### src/rtl/burst_adaptor_pkg.sv
// Shared types, default widths and address helper for the line-to-burst adaptor.
package burst_adaptor_pkg;

    // Adaptor FSM states.
    typedef enum logic [1:0] {
        IDLE = 2'd0,
        RD   = 2'd1,
        WR   = 2'd2,
        DONE = 2'd3
    } adaptor_state_e;

    // Default geometry: 256-bit cache line, 64-bit memory beat, 32-bit byte address.
    localparam int unsigned DEF_LINE_W  = 32'd256;
    localparam int unsigned DEF_BURST_W = 32'd64;
    localparam int unsigned DEF_ADDR_W  = 32'd32;

    // Widest address the alignment helper handles.
    localparam int unsigned MAX_ADDR_W  = 32'd64;

    // Clear the low ofs_w bits so the address points at the start of its line.
    function automatic logic [MAX_ADDR_W-1:0] align_addr(
        input logic [MAX_ADDR_W-1:0] addr,
        input int unsigned           ofs_w
    );
        logic [MAX_ADDR_W-1:0] mask;
        mask = ~((64'd1 << ofs_w) - 64'd1);
        return addr & mask;
    endfunction

endpackage

### src/rtl/burst_line_adaptor.sv
// Converts one cache-line read or write into BEATS ascending memory beats and
// returns a single completion pulse. Writes win over a simultaneous read; the
// read stays pending and is taken in the first IDLE cycle after the write.
module burst_line_adaptor
    import burst_adaptor_pkg::*;
#(
    parameter int unsigned LINE_W  = DEF_LINE_W,
    parameter int unsigned BURST_W = DEF_BURST_W,
    parameter int unsigned ADDR_W  = DEF_ADDR_W
) (
    input  logic               clk,
    input  logic               rst,
    input  logic [LINE_W-1:0]  line_i,
    output logic [LINE_W-1:0]  line_o,
    input  logic [ADDR_W-1:0]  address_i,
    input  logic               read_i,
    input  logic               write_i,
    output logic               resp_o,
    output logic               busy_o,
    input  logic [BURST_W-1:0] burst_i,
    output logic [BURST_W-1:0] burst_o,
    output logic [ADDR_W-1:0]  address_o,
    output logic               read_o,
    output logic               write_o,
    input  logic               resp_i
);

    localparam int unsigned BEATS = LINE_W / BURST_W;
    localparam int unsigned CNT_W = (BEATS > 1) ? $clog2(BEATS) : 1;
    localparam int unsigned OFS_W = $clog2(LINE_W / 8);

    // The beat counter wraps by overflow, so the beat count must be a power of two.
    if (((LINE_W % BURST_W) != 0) || (BEATS < 2) || ((BEATS & (BEATS - 1)) != 0)) begin : g_param_check
        $error("burst_line_adaptor: LINE_W must be BURST_W times a power of two >= 2");
    end

    adaptor_state_e      state_r;
    adaptor_state_e      state_nx_s;
    logic [CNT_W-1:0]    cnt_r;
    logic [LINE_W-1:0]   line_r;
    logic [ADDR_W-1:0]   addr_r;
    logic [ADDR_W-1:0]   aligned_s;
    logic                last_beat_s;

    assign aligned_s   = ADDR_W'(align_addr(MAX_ADDR_W'(address_i), OFS_W));
    assign last_beat_s = (cnt_r == CNT_W'(BEATS - 1));

    // Next-state decode; write has priority over read when both are pending.
    always_comb begin
        state_nx_s = state_r;
        case (state_r)
            IDLE: begin
                if (write_i) begin
                    state_nx_s = WR;
                end else if (read_i) begin
                    state_nx_s = RD;
                end else begin
                    state_nx_s = IDLE;
                end
            end
            RD, WR: begin
                if (resp_i && last_beat_s) begin
                    state_nx_s = DONE;
                end else begin
                    state_nx_s = state_r;
                end
            end
            DONE:    state_nx_s = IDLE;
            default: state_nx_s = IDLE;
        endcase
    end

    // State, beat counter and the shared line/address holding registers.
    always_ff @(posedge clk or posedge rst) begin
        if (rst) begin
            state_r <= IDLE;
            cnt_r   <= '0;
            line_r  <= '0;
            addr_r  <= '0;
        end else begin
            state_r <= state_nx_s;
            case (state_r)
                IDLE: begin
                    if (write_i) begin
                        line_r <= line_i;
                        addr_r <= aligned_s;
                        cnt_r  <= '0;
                    end else if (read_i) begin
                        addr_r <= aligned_s;
                        cnt_r  <= '0;
                    end
                end
                RD: begin
                    if (resp_i) begin
                        line_r[int'(cnt_r)*BURST_W +: BURST_W] <= burst_i;
                        cnt_r <= cnt_r + CNT_W'(1);
                    end
                end
                WR: begin
                    if (resp_i) begin
                        cnt_r <= cnt_r + CNT_W'(1);
                    end
                end
                default: begin
                end
            endcase
        end
    end

    // Memory strobes, write beat and completion pulse decoded from the state register.
    always_comb begin
        read_o  = 1'b0;
        write_o = 1'b0;
        resp_o  = 1'b0;
        burst_o = '0;
        case (state_r)
            RD:   read_o = 1'b1;
            WR: begin
                write_o = 1'b1;
                burst_o = line_r[int'(cnt_r)*BURST_W +: BURST_W];
            end
            DONE: resp_o = 1'b1;
            default: begin
            end
        endcase
    end

    assign busy_o    = (state_r != IDLE);
    assign address_o = addr_r;
    assign line_o    = line_r;

endmodule

### config.mk
export PLATFORM = sky130hd
export DESIGN_NAME = burst_line_adaptor
export DESIGN_NICKNAME = d
export VERILOG_FILES = /design/src/rtl/burst_adaptor_pkg.sv /design/src/rtl/burst_line_adaptor.sv
export SDC_FILE = /design/constraint.sdc
export NUM_CORES = 1
export LEC_CHECK = 0
export CAP_MARGIN = 15
export CORE_AREA = 3 3 274 276
export CTS_CLUSTER_SIZE = 8
export DETAILED_ROUTE_END_ITERATION = 10
export DIE_AREA = 0 0 277 279
export HOLD_SLACK_MARGIN = 0.1
export SYNTH_ARGS = -nofsm -noshare
export SYNTH_HDL_FRONTEND = slang
export SYNTH_SLANG_ARGS = --single-unit
### constraint.sdc
create_clock -name clk -period 16.6 [get_ports clk]
set_input_delay 3.32 -clock clk [delete_from_list [all_inputs] [get_ports clk]]
set_output_delay 3.32 -clock clk [all_outputs]
set_load 0.05 [all_outputs]
# Yosys cells after proc, flatten, opt, wreduce, memory -nomap -nowiden
# Cells that the tools add are included.
dict set report op_classes {
  n_addsub 2
  n_eq_ne 9
  shifts 3
  mux 18
  reduce_logical 10
}
# cell n
set op_table {}
lappend op_table {{two-way mux 256 bit} 2}
lappend op_table {{case mux 256 bit (2 select lines)} 1}
lappend op_table {{bitwise mux 256 bit} 1}
lappend op_table {{variable shift 64 x 34 -> 256 bit, first input constant} 1}
lappend op_table {{variable part select 256 x 9 -> 64 bit} 1}
lappend op_table {{variable part select 64 x 34 -> 256 bit} 1}
lappend op_table {{two-way mux 32 bit} 2}
lappend op_table {{two-way mux 64 bit} 1}
lappend op_table {{negator 8 -> 34 bit} 1}
lappend op_table {{two-way mux 2 bit} 5}
lappend op_table {{nonzero test 2 bit} 4}
lappend op_table {{equality test 2 bit, second input constant} 3}
lappend op_table {{case mux 2 bit (3 select lines)} 1}
lappend op_table {{AND reduction 3 bit} 2}
lappend op_table {{two-way mux 1 bit} 4}
lappend op_table {{inequality test 2 x 1 -> 1 bit, second input constant} 2}
lappend op_table {{inequality test 2 bit, second input constant} 2}
lappend op_table {{case mux 2 bit (2 select lines)} 1}
lappend op_table {{inequality test 3 bit, second input constant} 1}
lappend op_table {{adder 2 x 1 -> 2 bit, second input constant} 1}
lappend op_table {{equality test 2 x 1 -> 1 bit, second input constant} 1}
lappend op_table {{logical NOT 2 bit} 1}
lappend op_table {{AND reduction 2 bit} 1}
lappend op_table {{OR reduction 2 bit} 1}
lappend op_table {{logical AND 1 bit} 1}
dict set report totals {
  reg_bits 292
  inputBits 357
  out_inout_bits 356
  wordCells 46
}

# Longest topological paths before layout
dict set report logic_depth {
  word_depth 5
  mapped_depth 9
  depth_no_buf 5
}

# Least setup slack after synthesis
# No wires, ideal clock.
dict set report synth_timing {
  path_type {register to output}
  from {reg state_r[0]}
  to {out burst_o[10]}
  arrival_time_ns 1.880
  required_ns 13.280
  path_slack_ns 11.400
  stages_incl_launch_ff 6
  n_path_buf 2
  cell_sequence {dfrtp_1 -> inv_1 -> ha_1 -> buf_1 -> clkbuf_1 -> and2_1}
}
dict set report synth_between {
  elab_chain_len 2
}
# item line_no
set synth_rtl {}
lappend synth_rtl {{start: declaration} burst_line_adaptor.sv:37} ;# adaptor_state_e state_r;
lappend synth_rtl {{start signal: assignment} burst_line_adaptor.sv:81} ;# state_r <= state_nx_s;
lappend synth_rtl {{equality test 2 bit} burst_line_adaptor.sv:116} ;# case (state_r)
lappend synth_rtl {{two-way mux 64 bit} burst_line_adaptor.sv:116}
lappend synth_rtl {{end: declaration} burst_line_adaptor.sv:21} ;# output logic [BURST_W-1:0] burst_o,
# Every way passes these cells.

# Final worst setup path
dict set report layout_timing {
  from {reg cnt_r[1]}
  to {out burst_o[47]}
}
dict set report layout_between {
  elab_chain_len 2
}
# item line_no
set layout_rtl {}
lappend layout_rtl {{start: declaration} burst_line_adaptor.sv:39} ;# logic [CNT_W-1:0] cnt_r;
lappend layout_rtl {{start signal: assignment} burst_line_adaptor.sv:96} ;# cnt_r <= cnt_r + CNT_W'(1);
lappend layout_rtl {{start signal: assignment} burst_line_adaptor.sv:101} ;# cnt_r <= cnt_r + CNT_W'(1);
lappend layout_rtl {{variable part select 256 x 9 -> 64 bit} burst_line_adaptor.sv:120} ;# burst_o = line_r[int'(cnt_r)*BURST_W +: BURST_W];
lappend layout_rtl {{two-way mux 64 bit} burst_line_adaptor.sv:116}
# Every way passes these cells.

==> impl_metrics.env <==
export IMPL_clock_sinks=287
export IMPL_area_growth_pct=51.9
export IMPL_timing_worst_setup_path_type="reg -> out"
export IMPL_coreArea_sq_um=72800
export IMPL_p_clk_share_pct=11.8
export IMPL_cts_repair_resized=0
export IMPL_grt_pass1_wl_um=123000
export IMPL_ios=713
export IMPL_detail_route_antenna_nets=0
export IMPL_slew_viol_final=0
export IMPL_grt_pass1_vias=17200
export IMPL_vias=15900
export IMPL_clkTransAtPathRegs_ns=0.05
export IMPL_finalNetCount=2407
export IMPL_cap_violations=0
export IMPL_hold_violations=0
export IMPL_grt_overflow_total=0
export IMPL_p_per_area_nw_per_um2=256
export IMPL_ys_warn_count=0
export IMPL_fp_dieW_um=277
export IMPL_crit_buf_inv=2
export IMPL_yosysTopAreaCell="dfrtp_1"
export IMPL_critPathSlowestCell="dfrtp_4"
export IMPL_cp_arrival_ns=3.97
export IMPL_swShare_pct=52.3
export IMPL_yosysMostFrequentCell="dfrtp_1"
export IMPL_ys_ff_latch=287
export IMPL_drtIter0Drc=1123
export IMPL_cp_cell_sequence="buf_4 -> mux4_2 -> and2_1 -> clkdlybuf4s50_1"
export IMPL_grt_antenna_before_repair=9
export IMPL_relSlewSlack_pct=14.9
export IMPL_syn_area_sq_um=17100
export IMPL_clock_fmax_mhz=137
export IMPL_hold_buffers=0
export IMPL_slowest_delay_ns=1.00
export IMPL_totalWireLength_um=84900
export IMPL_setup_violations=0
export IMPL_drive_gt1_share_pct=21.7
export IMPL_worstPathRequired_ns=13.28
export IMPL_gp_congestion=0.861
export IMPL_cts_root_buffer="clkbuf_16"
export IMPL_switching_power_mw=3.47
export IMPL_synth_cells=1419
export IMPL_grt_util_all_layers_pct=21.1
export IMPL_fin_setup_tns_ns=0
export IMPL_dieHeight_um=279
export IMPL_synth_area_leaders="dfrtp_1 42%, mux2_2 18%, mux4_2 8.4%, a32o_1 3.7%, a41o_1 3.7%"
export IMPL_avgSynthCellArea_sq_um=12.1
export IMPL_skew_ns=0.0179
export IMPL_rsz0062_at_grt="no"
export IMPL_synth_enable_flop_cells=0
export IMPL_post_cts_setup_buffers=0
export IMPL_cts_tree="yes"
export IMPL_status="finished clean"
export IMPL_clock_path_buffers=3
export IMPL_worst_path_dominant_cell_family="buffers and inverters"
export IMPL_tightest_slew_ns=1.28
export IMPL_cp_end_kind="output pin"
export IMPL_htreeDepth=2
export IMPL_hp_class="reg -> reg"
export IMPL_rows=99
export IMPL_synth_common_cells="287 x dfrtp_1, 266 x mux2_2, 93 x clkbuf_1"
export IMPL_synth_main_ff_cell="dfrtp_1"
export IMPL_synth_top_area_share_pct=42.0
export IMPL_critPathLaunchType="register"
export IMPL_vdd_drop_max_mv=0.206
export IMPL_start_util_pct=23.5
export IMPL_cts_made_buffers=42
export IMPL_crit_fanout=35
export IMPL_seqPwrFrac_pct=21.1
export IMPL_die_area_sq_um=77300
export IMPL_drt_pass1_iter_count=5
export IMPL_insertion_delay_ns=0.54
export IMPL_grt_max_degree=93
export IMPL_period_share_pct=43.9
export IMPL_viasPerCell=5.29
export IMPL_finalCriticalPeriod_ns=7.29
export IMPL_multi_input_area_sq_um=8910
export IMPL_synth_lib_cells_used_distinct=34
export IMPL_comb_power_share_pct=67.1
export IMPL_intPower_mw=3.17
export IMPL_ys_seq_area_share_pct=42.0
export IMPL_portBuffers=702
export IMPL_final_util_pct=35.7
export IMPL_seqCellArea_sq_um=7190
export IMPL_nFillCells=7149
export IMPL_wire_per_inst_um=28.2
export IMPL_drc_errors=0
export IMPL_async_reset_ff_share_pct=100
export IMPL_leakage_nw=10.5
export IMPL_dp_hpwl_um=56200
[per-layer routing]
layer | GRT usage (%) | share of wire (%) | vias to the layer above
li1 | - | - | 6600
met1 | 26.8 | 40 | 8221
met2 | 34.9 | 48 | 908
met3 | 4.90 | 7.7 | 181
met4 | 7.87 | 3.7 | 0
met5 | 0 | 0 | -
[kinds of logic (layout without fill, tap and decap cells)]
logic type / count (synthesis) / count (layout) / synth area share (%)
compound gates: 266 / 266 / 14.7
other cells: 1 / 11 / 0.0219
flops: 287 / 287 / 42.0
fa+ha+maj: 10 / 10 / 0.731
mux: 350 / 350 / 27.6
buf+inv: 231 / 853 / 6.49
simple gates: 274 / 274 / 8.49
[layout by cell type, fill, tap and decap left out, drive strengths merged, types with 2 or more instances in the layout]
cell	Yosys	routed
nor2b	68	68
nand3	64	64
o32ai	64	64
dfrtp	287	287
a32o	64	64
a21oi	5	5
nand2b	2	2
mux2	283	283
mux2i	3	3
diode	0	6
conb	1	5
clkdlybuf4s50	0	702
nor2	2	2
o2bb2ai	64	64
and2	64	64
a41o	64	64
mux4	64	64
buf	65	29
inv	73	74
nand2	72	72
clkbuf	93	47
ha	10	10
[state kept, by name, summed over array words and instances, names as in the netlist]
name       count
line_o       256
address_o     27
cnt_r          2
state_r        2
[metrics by stage]
stage	setup slack, ns	std cells	hold slack, ns	cell area (sq um)	power [mW]
after floorplan	5.36	1423	0.570	17100	4.28
after global placement	9.83	2954	0.489	24800	5.80
after detailed placement	9.78	2954	0.492	24800	5.86
after CTS	9.17	3003	0.503	25900	6.67
after global routing	9.06	3008	0.522	26000	6.90
final	9.31	3010	0.503	26000	6.64
[power by group through the flow]
stage / Sequential [mW] / Combinational [mW] / Clock, mW
after detailed placement: 1.40 / 4.46 / 0
final: 1.40 / 4.46 / 0.784
after floorplan: 2.36 / 1.91 / 0
after global placement: 1.38 / 4.42 / 0
after global routing: 1.43 / 4.63 / 0.838
after CTS: 1.40 / 4.47 / 0.808
[layout make-up]
type                            count  share of cell area (%)
Tap cell                          959                    4.62
Clock buffer                       47                    4.28
Multi-Input combinational cell    905                    34.3
Clock inverter                      2                  0.0530
Sequential cell                   287                    27.7
Antenna cell                        6                  0.0578
Timing Repair Buffer              731                    27.9
Inverter                           73                    1.09
[final timing paths]
path / from / to / slack [ns] / depth (start not counted)
min: address_o[26]$_DFFE_PP0P_ / address_o[26]$_DFFE_PP0P_ / 0.50 / 1
max: cnt_r[1]$_DFFE_PP0P_ / burst_o[47] / 9.31 / 4
max in group asynchronous: rst / line_o[89]$_DFFE_PP0P_ / 11.04 / 4
min in group asynchronous: rst / address_o[10]$_DFFE_PP0P_ / 3.26 / 2
min reg2reg: address_o[26]$_DFFE_PP0P_ / address_o[26]$_DFFE_PP0P_ / 0.50 / 1
max reg2reg: cnt_r[1]$_DFFE_PP0P_ / line_o[38]$_DFFE_PP0P_ / 11.59 / 7
Note: power is estimated with default switching activity, not from simulation.
